$ cat config.mk
export PLATFORM = sky130hd
export DESIGN_NAME = regbank_wb_arbiter_flat
export DESIGN_NICKNAME = d
export VERILOG_FILES = /design/src/rtl/regbank_wb_arbiter_if.sv /design/src/rtl/regbank_wb_arbiter.sv /design/src/flat_wrapper.sv
export SDC_FILE = /design/constraint.sdc
export NUM_CORES = 1
export LEC_CHECK = 0
export ABC_AREA = 0
export ABC_CLOCK_PERIOD_IN_PS = 1390
export CAP_MARGIN = 20
export CORE_MARGIN = 5
export CORE_UTILIZATION = 41
export CTS_CLUSTER_DIAMETER = 150
export DETAILED_ROUTE_END_ITERATION = 8
export PLACE_DENSITY = 0.81
export SYNTH_ARGS = -nofsm -noshare
export SYNTH_HDL_FRONTEND = slang
export SYNTH_SLANG_ARGS = --single-unit
$ cat constraint.sdc
create_clock -name clk -period 1.39 [get_ports clk]
set_input_delay 0.139 -clock clk [delete_from_list [all_inputs] [get_ports clk]]
set_output_delay 0.139 -clock clk [all_outputs]
set_load 0.005 [all_outputs]
$ cat src/rtl/regbank_wb_arbiter_if.sv
// regbank_wb_arbiter_if: write-back requests, register bank write port and scoreboard query signals
interface regbank_wb_arbiter_if;
  logic        a_valid;
  logic [3:0]  a_wc;
  logic [31:0] a_data;
  logic        a_ready;
  logic        m_valid;
  logic [3:0]  m_wc;
  logic [31:0] m_data;
  logic        m_ready;
  logic [3:0]  wc;
  logic [31:0] wpc;
  logic        w_rb;
  logic        reserve;
  logic [3:0]  res_wc;
  logic [3:0]  ra;
  logic [3:0]  rb;
  logic        stall;
  modport master (
    output a_valid, a_wc, a_data, m_valid, m_wc, m_data, reserve, res_wc, ra, rb,
    input  a_ready, m_ready, wc, wpc, w_rb, stall
  );
  modport slave (
    input  a_valid, a_wc, a_data, m_valid, m_wc, m_data, reserve, res_wc, ra, rb,
    output a_ready, m_ready, wc, wpc, w_rb, stall
  );
endinterface

$ cat src/rtl/regbank_wb_arbiter.sv
// regbank_wb_arbiter: ALU/load write-back arbiter with registered bank write port and busy scoreboard; WB_ROUND_ROBIN_EN selects round-robin over fixed load priority
module regbank_wb_arbiter (
  input logic clk,
  input logic rst_n,
  regbank_wb_arbiter_if.slave bus
);
  logic        pick_m;
  logic        xfer;
  logic [15:0] busy;
  logic [15:0] set_mask;
  logic [15:0] clr_mask;
`ifdef WB_ROUND_ROBIN_EN
  logic last_m;
  // On contention grant whoever did not win the last contended transfer
  always_comb pick_m = (bus.a_valid && bus.m_valid) ? !last_m : bus.m_valid;
  // Pointer moves only on contended transfers; reset means "ALU last"
  always_ff @(posedge clk or negedge rst_n)
    if (!rst_n) last_m <= 1'b0;
    else if (bus.a_valid && bus.m_valid) last_m <= pick_m;
`else
  // Loads always win contention
  always_comb pick_m = bus.m_valid;
`endif
  // Combinational grants, forced low while in reset
  always_comb begin
    bus.a_ready = rst_n && bus.a_valid && !pick_m;
    bus.m_ready = rst_n && bus.m_valid && pick_m;
    xfer = bus.a_ready || bus.m_ready;
  end
  // Output stage: one-cycle write pulse, index/data hold when idle
  always_ff @(posedge clk or negedge rst_n)
    if (!rst_n) begin
      bus.w_rb <= 1'b0;
      bus.wc   <= '0;
      bus.wpc  <= '0;
    end else begin
      bus.w_rb <= xfer;
      if (xfer) begin
        bus.wc  <= pick_m ? bus.m_wc : bus.a_wc;
        bus.wpc <= pick_m ? bus.m_data : bus.a_data;
      end
    end
  // A new claim overrides a same-edge commit of the same index
  always_comb begin
    set_mask = bus.reserve ? 16'h1 << bus.res_wc : 16'h0;
    clr_mask = bus.w_rb ? 16'h1 << bus.wc : 16'h0;
  end
  // Busy scoreboard update
  always_ff @(posedge clk or negedge rst_n)
    if (!rst_n) busy <= '0;
    else busy <= (busy & ~clr_mask) | set_mask;
  // Hazard on either source; same-cycle claims are not yet visible
  always_comb bus.stall = busy[bus.ra] || busy[bus.rb];
endmodule

$ cat src/flat_wrapper.sv
// flat-port wrapper written by rule: the top's interface ports become plain ports
module regbank_wb_arbiter_flat 
  (clk, rst_n, bus_a_valid, bus_a_wc, bus_a_data, bus_m_valid, bus_m_wc, bus_m_data, bus_reserve, bus_res_wc, bus_ra, bus_rb, bus_a_ready, bus_m_ready, bus_wc, bus_wpc, bus_w_rb, bus_stall);
  regbank_wb_arbiter_if bus_i ();
  input logic clk;
  input logic rst_n;
  input wire logic [$bits(bus_i.a_valid)-1:0] bus_a_valid;
  input wire logic [$bits(bus_i.a_wc)-1:0] bus_a_wc;
  input wire logic [$bits(bus_i.a_data)-1:0] bus_a_data;
  input wire logic [$bits(bus_i.m_valid)-1:0] bus_m_valid;
  input wire logic [$bits(bus_i.m_wc)-1:0] bus_m_wc;
  input wire logic [$bits(bus_i.m_data)-1:0] bus_m_data;
  input wire logic [$bits(bus_i.reserve)-1:0] bus_reserve;
  input wire logic [$bits(bus_i.res_wc)-1:0] bus_res_wc;
  input wire logic [$bits(bus_i.ra)-1:0] bus_ra;
  input wire logic [$bits(bus_i.rb)-1:0] bus_rb;
  output wire logic [$bits(bus_i.a_ready)-1:0] bus_a_ready;
  output wire logic [$bits(bus_i.m_ready)-1:0] bus_m_ready;
  output wire logic [$bits(bus_i.wc)-1:0] bus_wc;
  output wire logic [$bits(bus_i.wpc)-1:0] bus_wpc;
  output wire logic [$bits(bus_i.w_rb)-1:0] bus_w_rb;
  output wire logic [$bits(bus_i.stall)-1:0] bus_stall;
  assign bus_i.a_valid = bus_a_valid;
  assign bus_i.a_wc = bus_a_wc;
  assign bus_i.a_data = bus_a_data;
  assign bus_i.m_valid = bus_m_valid;
  assign bus_i.m_wc = bus_m_wc;
  assign bus_i.m_data = bus_m_data;
  assign bus_i.reserve = bus_reserve;
  assign bus_i.res_wc = bus_res_wc;
  assign bus_i.ra = bus_ra;
  assign bus_i.rb = bus_rb;
  assign bus_a_ready = bus_i.a_ready;
  assign bus_m_ready = bus_i.m_ready;
  assign bus_wc = bus_i.wc;
  assign bus_wpc = bus_i.wpc;
  assign bus_w_rb = bus_i.w_rb;
  assign bus_stall = bus_i.stall;
  regbank_wb_arbiter u_core (.clk(clk), .rst_n(rst_n), .bus(bus_i));
endmodule
; ---- After elaboration in Yosys (flattened, before gate mapping)
; Index checks and enable logic that the tools add are counted.
[classes]
n_lt_le_gt_ge = 2
n_shift = 2
mux = 8
bitwise = 3
n_reduce_logical = 7
[op_table]
columns = op, count
row1 = 16-bit 2-to-1 mux, 2
row2 = 32-bit 2-to-1 mux, 1
row3 = "1-bit by 4-bit << shifter with 16-bit output, first input constant", 2
row4 = 16-bit bitwise AND, 1
row5 = 16-bit inverter, 1
row6 = 16-bit OR, 1
row7 = "4-bit by 5-bit less-than comparator with 1-bit output, second input constant", 2
row8 = 1-bit binary-select mux with 4-bit select, 2
row9 = 1-bit logical AND, 4
row10 = 4-bit 2-to-1 mux, 1
row11 = 1-bit logical OR, 2
row12 = 1-bit 2-to-1 mux, 2
row13 = 1-bit zero test, 1
[word_totals]
ff_bits = 53
inputBits = 89
out_inout_bits = 40
word_cells = 26

; ---- Longest topological paths before layout
; Gate-level depths: netlist of run 1.
[logic_depth]
word_depth = 5
mapped_depth = 5
mapped_depth_nobuf = 4

; ---- Least setup slack after synthesis of run 1
; No wires, ideal clock.
[synth_timing]
kind = register -> output
from = register u_core.busy[5]
to = output port bus_stall
arrival_time_ns = 1.198
t_required_ns = 1.251
slack_ns = 0.053
path_stages_with_launch = 5
n_path_buf = 0
cell_sequence = dfrtp_1 -> mux4_2 -> nor2b_4 -> a211oi_2 -> o21ai_1
[synth_between]
elab_chain_cells = 3
word_cells_on_any_way = 5
classes_between = mux: 4 / reduce/logical: 1
[synth_rtl]
columns = item, line_no
row1 = "start, declared", regbank_wb_arbiter.sv:9  ; logic [15:0] busy;
row2 = "start signal, assigned", regbank_wb_arbiter.sv:51  ; else busy <= (busy & ~clr_mask) | set_mask;
row3 = 1-bit binary-select mux with 4-bit select, regbank_wb_arbiter.sv:53  ; always_comb bus.stall = busy[bus.ra] || busy[bus.rb];
row4 = 1-bit 2-to-1 mux (implied by the code), regbank_wb_arbiter.sv:53
row5 = 1-bit logical OR (*), regbank_wb_arbiter.sv:53
row6 = "end, declared", flat_wrapper.sv:22  ; output wire logic [$bits(bus_i.stall)-1:0] bus_stall;
; Every way passes the cells marked *; elsewhere a longest branch is shown, timed or not. The select of a mux whose other input is x is not followed.

; ---- Worst setup path after layout of run 1
[layout_timing]
from = register u_core.busy[3]
to = output port bus_stall
; Same word-level chain as after synthesis.

==> impl_results.md, run 1 <==
- Total Routing Usage GR: 19.20%
- Worst R2R Start: u_core.bus.wc[3]
- Final ANT Viol Nets: 0
- DR pass1 iterations: 4
- WHS: 65.82 ps
- R2R cell count: 3
- Worst r2r dst: u_core.busy[5]
- Tot Pwr: 4.240 mW
- R2R Setup Slk: 100 ps
- Nets@finish: 469
- Setup violations, final: 1
- CP bufs+invs: 1
- CTS tree: yes
- DRT met1 WL: 3.139 mm
- Status: finished, violations left
- Detailed Route WL: 7.805 mm
- Post-synthesis sequential area ratio: 50.43%
- Ys Warns: 0
- Final Hold Viols: 0
- Slew @ Worst Pin: 634.0 ps
- Max-slew violation count: 0
- Area contributors post-synth: dfrtp_1 (50%), mux2i_1 (15%), o21ai_0 (13%)
- Grt total ovfl: 0
- Crit Path Category: reg -> out
- Initial antenna violation count: 0
- Most frequent cells in the layout: clkdlybuf4s50_1 (115), o21ai_0 (68), dfrtp_1 (53), nand2_1 (39), mux2i_1 (39)
- Leak: 1.807 nW
- Initial Util: 41.90%
- Critical Path RT: 1250 ps
- Clock-pin slew on the worst setup and hold paths: 90 ps
- Post-synth top area share: 50.43%
- Syn_area_per_cell: 10.87 um^2
- Setup crit end: bus_stall
- Root Buffer: clkbuf_8
- Yosys top cell by area: dfrtp_1
- Mapped cell area: 0.002630 mm^2
- Met3 routed WL: 750 um
- Worst setup path start: u_core.busy[3]
- Worst path top cell family by delay: multiplexers
- Die Span Y: 90.09 um
- DRT iter0 DRCs: 101
- GP Congestion: 0.8855
- # H-tree levels: 2
- Dpl hpwl: 6.308 mm
- Chip width: 90.09 um
- Row count: 29
- Clk_lat worst skew: 300 ps
- Critical path's largest stage delay: 510 ps
- Ratio of cells with drive above 1 in the final layout: 9.974%
- Vias in the first global route: 2549
- PortBufs: 128
- WL per Instance: 17.04 um
- Instance count on the critical path: 5
- Largest net degree at the start of global routing: 53
- Tightest Hold Check Type: in -> async
- Core ar.: 0.006277 mm^2
- Ports: 129
- Crit. End Element: output pin
- Max Clk Rate: 542.0 MHz
- Failing checks: setup timing
- Routed wire length on met2: 3.823 mm
- Leading cell type in the layout, fill and taps excluded: clkdlybuf4s50_1
- Final period utilization: 132.7%
- Post-synthesis register bit count: 53
- Worst-path cell chain: mux4_1 > mux2i_1 > and2_1 > o21ai_2 > buf_2
- Uppermost layer routed: met4
- Vias per inst: 5.172
- RSZ-0062 raised after global routing: true
- Die area: 0.008116 mm^2
- Final Util: 66.08%
- Power Density: 1022 mW/mm^2
- Antenna cells: 0
- Clk sinks: 53
- Layout area overhead: 57.71%
- # fillers: 508
- DRC violations left: 0
- Critical path data arrival time: 1710 ps
- Layout Skew: 11.02 ps
- Cells after DPL: 448
- Total number of vias: 2369
- Crit path max fanout: 3
- CTS buffer count: 5
- Net count after synthesis: 331
- Peak VDD IR: 0.5792 mV
- Final worst-path setup slack: -455.1 ps
- Crit path launch type: flop
- Fin cells: 458
- Max Cap Viol: 0
- Crit path time final: 1845 ps
- First-pass GRT wire length: 12.50 mm
- Slew HR: 57.73%
- Synth cell types: 22
- Synth Instances: 242
- Critical path's slowest cell: mux4_1
- CTS max path bufs: 2
synthesized netlist by cell type:
cell type	n
mux2_2	1
mux2i_1	39
nor2_1	1
nand3b_1	4
or3b_2	2
mux4_2	2
or2_2	2
clkbuf_1	8
o21ai_2	1
nand2b_1	4
nor2b_4	1
inv_1	1
buf_4	3
buf_2	1
dfrtp_1	53
nand2_1	39
a211oi_2	1
mux4_1	6
and2_1	2
o21ai_1	1
o21ai_0	68
nand3_1	2
logic make-up (layout without fill, tap and decap cells):
family                 Yosys count  after routing  synth area share [%]
muxes                           48             48                 22.98
DFF                             53             53                 50.43
buffers and inverters           13            152                 2.331
and+or+nand+nor                 57             57                 10.32
AOI/OAI and AO/OA               71             71                 13.94
registers in the layout, summed over array words and instances, names as in the netlist:
| name | cells |
|---|---|
| u_core.bus.wpc | 32 |
| u_core.busy | 16 |
| u_core.bus.wc | 4 |
| u_core.bus.w_rb | 1 |
routing by layer:
| metal | vias up | track usage, % |
|---|---|---|
| met1 | 1105 | 22.46 |
| met3 | 6 | 7.346 |
| met4 | 0 | 5.955 |
| li1 | 1140 | - |
| met2 | 118 | 32.50 |
| met5 | - | 0 |
stage by stage:
step                setup TNS, ps  cell area, um^2  setup slack [ps]
global placement           -918.3             4058            -851.6
global route               -520.2             4148            -520.2
floorplan                       0             2630             52.97
finish                     -455.1             4148            -455.1
detailed placement          -1384             4058            -908.9
CTS                        -457.7             4140            -457.7
repair_timing:
item / CTS / global route
resized for setup: 12 / 7
pin swaps: 2 / 2
hold buffers: 1 / 0
endpoints found under the setup margin: 7 / 4
setup buffers: 1 / 0
hold endpoints to repair: 1 / 0
how the worst min path moves through the flow:
stage / cells past startpoint / to / from
CTS: 2 / u_core.bus.wpc[9] / rst_n
finish: 2 / u_core.bus.wpc[3] / rst_n
detailed placement: 1 / u_core.bus.wpc[13] / rst_n
floorplan: 0 / u_core.bus.w_rb / rst_n
global route: 2 / u_core.bus.wpc[3] / rst_n
global placement: 1 / u_core.bus.wpc[13] / rst_n
layout make-up:
| type | count | area [um^2] | share of cell area, % |
|---|---|---|---|
| multi-input combinational | 176 | 1246 | 30.05 |
| clock buffer | 6 | 72.57 | 1.750 |
| tap | 77 | 96.34 | 2.323 |
| clock inverter | 2 | 10.01 | 0.2413 |
| sequential | 53 | 1326 | 31.98 |
| inverter | 1 | 3.754 | 0.09050 |
| timing repair buffer | 143 | 1393 | 33.57 |
power breakdown:
group / internal, mW / leakage, nW / switching, mW
Combinational: 0.846 / 1.14 / 0.515
Sequential: 1.85 / 0.626 / 0.209
Clock: 0.350 / 0.0450 / 0.470
Total: 3.05 / 1.81 / 1.19
Note: power is estimated with default switching activity, not from simulation.
==> run 2, diff against run 1 <==
--- a/config.mk
+++ b/config.mk
@@ -12,6 +12,8 @@
 export CORE_UTILIZATION = 41
 export CTS_CLUSTER_DIAMETER = 150
 export DETAILED_ROUTE_END_ITERATION = 8
+export GPL_ROUTABILITY_DRIVEN = 0
+export HOLD_SLACK_MARGIN = 0.03
 export PLACE_DENSITY = 0.81
 export SYNTH_ARGS = -nofsm -noshare
 export SYNTH_HDL_FRONTEND = slang
==> run 2 against run 1 <==
The flow still finishes with violations (setup timing); clock power is 5.6% higher; final area rose by 0.78%; critical path depth is the same; cell count up 0.44%; via count rose by 0.51%; sequential power is essentially flat; critical path type unchanged; critical endpoint unchanged; largest power group unchanged.
==> impl_results.md, run 2 (same netlist as run 1, synthesis figures left out) <==
- Status: finished, violations left (unchanged)
- Failing checks: setup timing (unchanged)
- Total number of vias: 2381 (was 2369)
- Nets@finish: 472 (was 469)
- Vias in the first global route: 2548 (was 2549)
- Crit path time final: 1815 ps (was 1845 ps)
- # H-tree levels: 2 (unchanged)
- Antenna cells: 0 (unchanged)
- Peak VDD IR: 0.5730 mV (was 0.5792 mV)
- Layout Skew: 10.75 ps (was 11.02 ps)
- Critical path's slowest cell: mux4_2 (was mux4_1)
- Slew HR: 58.02% (was 57.73%)
- Max-slew violation count: 0 (unchanged)
- FF+latch area: 0.001326 mm^2 (unchanged)
- Critical Path RT: 1250 ps (about the same)
- Clock-pin slew on the worst setup and hold paths: 90 ps (about the same)
- DRC violations left: 0 (unchanged)
- Crit. End Element: output pin (unchanged)
- Final period utilization: 130.6% (was 132.7%)
- Chip width: 90.09 um (unchanged)
- R2R cell count: 3 (unchanged)
- Multi-input logic area: 0.001242 mm^2 (was 0.001246 mm^2)
- Root Buffer: clkbuf_8 (unchanged)
- Initial Util: 41.90% (unchanged)
- Slew @ Worst Pin: 629.6 ps (was 634.0 ps)
- Most frequent cells in the layout: clkdlybuf4s50_1 (114), o21ai_0 (67), dfrtp_1 (53), nand2_1 (39), mux2i_1 (39) (was clkdlybuf4s50_1 (115), o21ai_0 (68), dfrtp_1 (53), nand2_1 (39), mux2i_1 (39))
- Finished layout cell area: 0.004180 mm^2 (was 0.004148 mm^2)
- First-pass GRT wire length: 12.27 mm (was 12.50 mm)
- Initial antenna violation count: 0 (unchanged)
- Total Routing Usage GR: 18.46% (was 19.20%)
- PortBufs: 128 (unchanged)
- Critical path data arrival time: 1680 ps (was 1710 ps)
- Critical path's largest stage delay: 480 ps (was 510 ps)
- RSZ-0062 raised after global routing: true (unchanged)
- Crit path max fanout: 3 (unchanged)
- Final worst-path setup slack: -424.7 ps (was -455.1 ps)
- Final Hold Viols: 0 (unchanged)
- Ratio of cells with drive above 1 in the final layout: 10.97% (was 9.974%)
- Vias per inst: 5.176 (was 5.172)
- Layout area overhead: 58.94% (was 57.71%)
- Ports: 129 (unchanged)
- DRT iter0 DRCs: 82 (was 101)
- Setup violations, final: 1 (unchanged)
- Die area: 0.008116 mm^2 (unchanged)
- Clk sinks: 53 (unchanged)
- Final ANT Viol Nets: 0 (unchanged)
- Worst-path cell chain: mux4_2 > nor2b_4 > a211oi_2 > o21ai_2 > buf_2 (was mux4_1 > mux2i_1 > and2_1 > o21ai_2 > buf_2)
- Dpl hpwl: 6.114 mm (was 6.308 mm)
- Max Clk Rate: 551.0 MHz (was 542.0 MHz)
- Crit Path Category: reg -> out (unchanged)
- # fillers: 487 (was 508)
- WL per Instance: 16.45 um (was 17.04 um)
- Largest net degree at the start of global routing: 53 (unchanged)
- CTS buffer count: 5 (unchanged)
- Grt total ovfl: 0 (unchanged)
- Tightest Hold Check Type: in -> async (unchanged)
- Power Density: 1028 mW/mm^2 (was 1022 mW/mm^2)
- Placed Area: 0.004065 mm^2 (was 0.004058 mm^2)
- Top Registers: u_core.bus.wpc (32), u_core.busy (16), u_core.bus.wc (4) (unchanged)
- WHS: 45.10 ps (was 65.82 ps)
- Core ar.: 0.006277 mm^2 (unchanged)
- R2R Setup Slk: 110 ps (was 100 ps)
- Row count: 29 (unchanged)
- CTS tree: yes (unchanged)
- Leading cell type in the layout, fill and taps excluded: clkdlybuf4s50_1 (unchanged)
- Leak: 1.839 nW (was 1.807 nW)
- Largest reg by FF count: u_core.bus.wpc (unchanged)
- CTS max path bufs: 2 (unchanged)
- Die Span Y: 90.09 um (unchanged)
- DR pass1 iterations: 4 (unchanged)
- Fin cells: 460 (was 458)
- Worst r2r dst: u_core.busy[1] (was u_core.busy[5])
- Detailed Route WL: 7.568 mm (was 7.805 mm)
- Cells after DPL: 449 (was 448)
- Crit path launch type: flop (unchanged)
- Max Cap Viol: 0 (unchanged)
- Worst R2R Start: u_core.bus.wc[3] (unchanged)
- Max reg flops: 32 (unchanged)
- Clk_lat worst skew: 300 ps (about the same)
==> run 2: how the worst max path moves through the flow <==
stage,endpoint,slack [ps],cells after the start,startpoint
final,bus_stall,-420,5,u_core.busy[5]
after global routing,bus_stall,-480,5,u_core.busy[14]
after CTS,bus_stall,-420,5,u_core.busy[5]
after detailed placement,bus_stall,-900,6,bus_ra[0]
after global placement,bus_stall,-840,6,bus_rb[0]
after floorplan,bus_stall,50,4,u_core.busy[5]
==> run 2: final cells by class <==
cell class	count	share of cell area (%)
Multi-Input combinational cell	176	29.72
Timing Repair Buffer	146	34.00
Sequential cell	53	31.73
Clock inverter	1	0.1796
Inverter	1	0.08979
Clock buffer	6	1.975
Tap cell	77	2.305
==> run 2: report_power, final <==
part,switching [mW],internal [mW]
registers,0.205,1.85
clock network,0.472,0.394
logic,0.516,0.859
==> run 2: per-layer routing <==
| layer | wire, um | GRT usage (%) |
|---|---|---|
| met1 | 3044 | 22.67 |
| met2 | 3559 | 29.57 |
| met3 | 817 | 7.012 |
| met4 | 146 | 6.700 |
| met5 | 0 | 0 |
==> run 2: worst max-delay path, delay by kind of cell, from the launching register on <==
family / cells / cell delay, ps
flops: 1 / 410
compound gates: 2 / 240
mux: 1 / 480
simple gates: 1 / 140
buf+inv: 1 / 120
==> run 2: repair_timing <==
action                                  in CTS  in global routing
gates resized for setup                     13                  9
endpoints found under the setup margin       7                  9
pin swaps                                    2                  0
buffers inserted                             2                  1
hold buffers                                 1                  0
hold endpoints to repair                     1                  0
==> run 2: stage by stage <==
stage,setup TNS [ps],utilization [%],setup slack (ps),power [mW]
2_1_floorplan,0,-,52.97,2.607
3_3_place_gp,-861.6,64.76,-840.1,3.382
3_5_place_dp,-950.6,64.76,-902.5,3.436
4_1_cts,-419.2,66.21,-419.2,4.310
5_1_grt,-491.3,66.59,-480.4,4.562
6_report,-424.7,66.59,-424.7,4.295
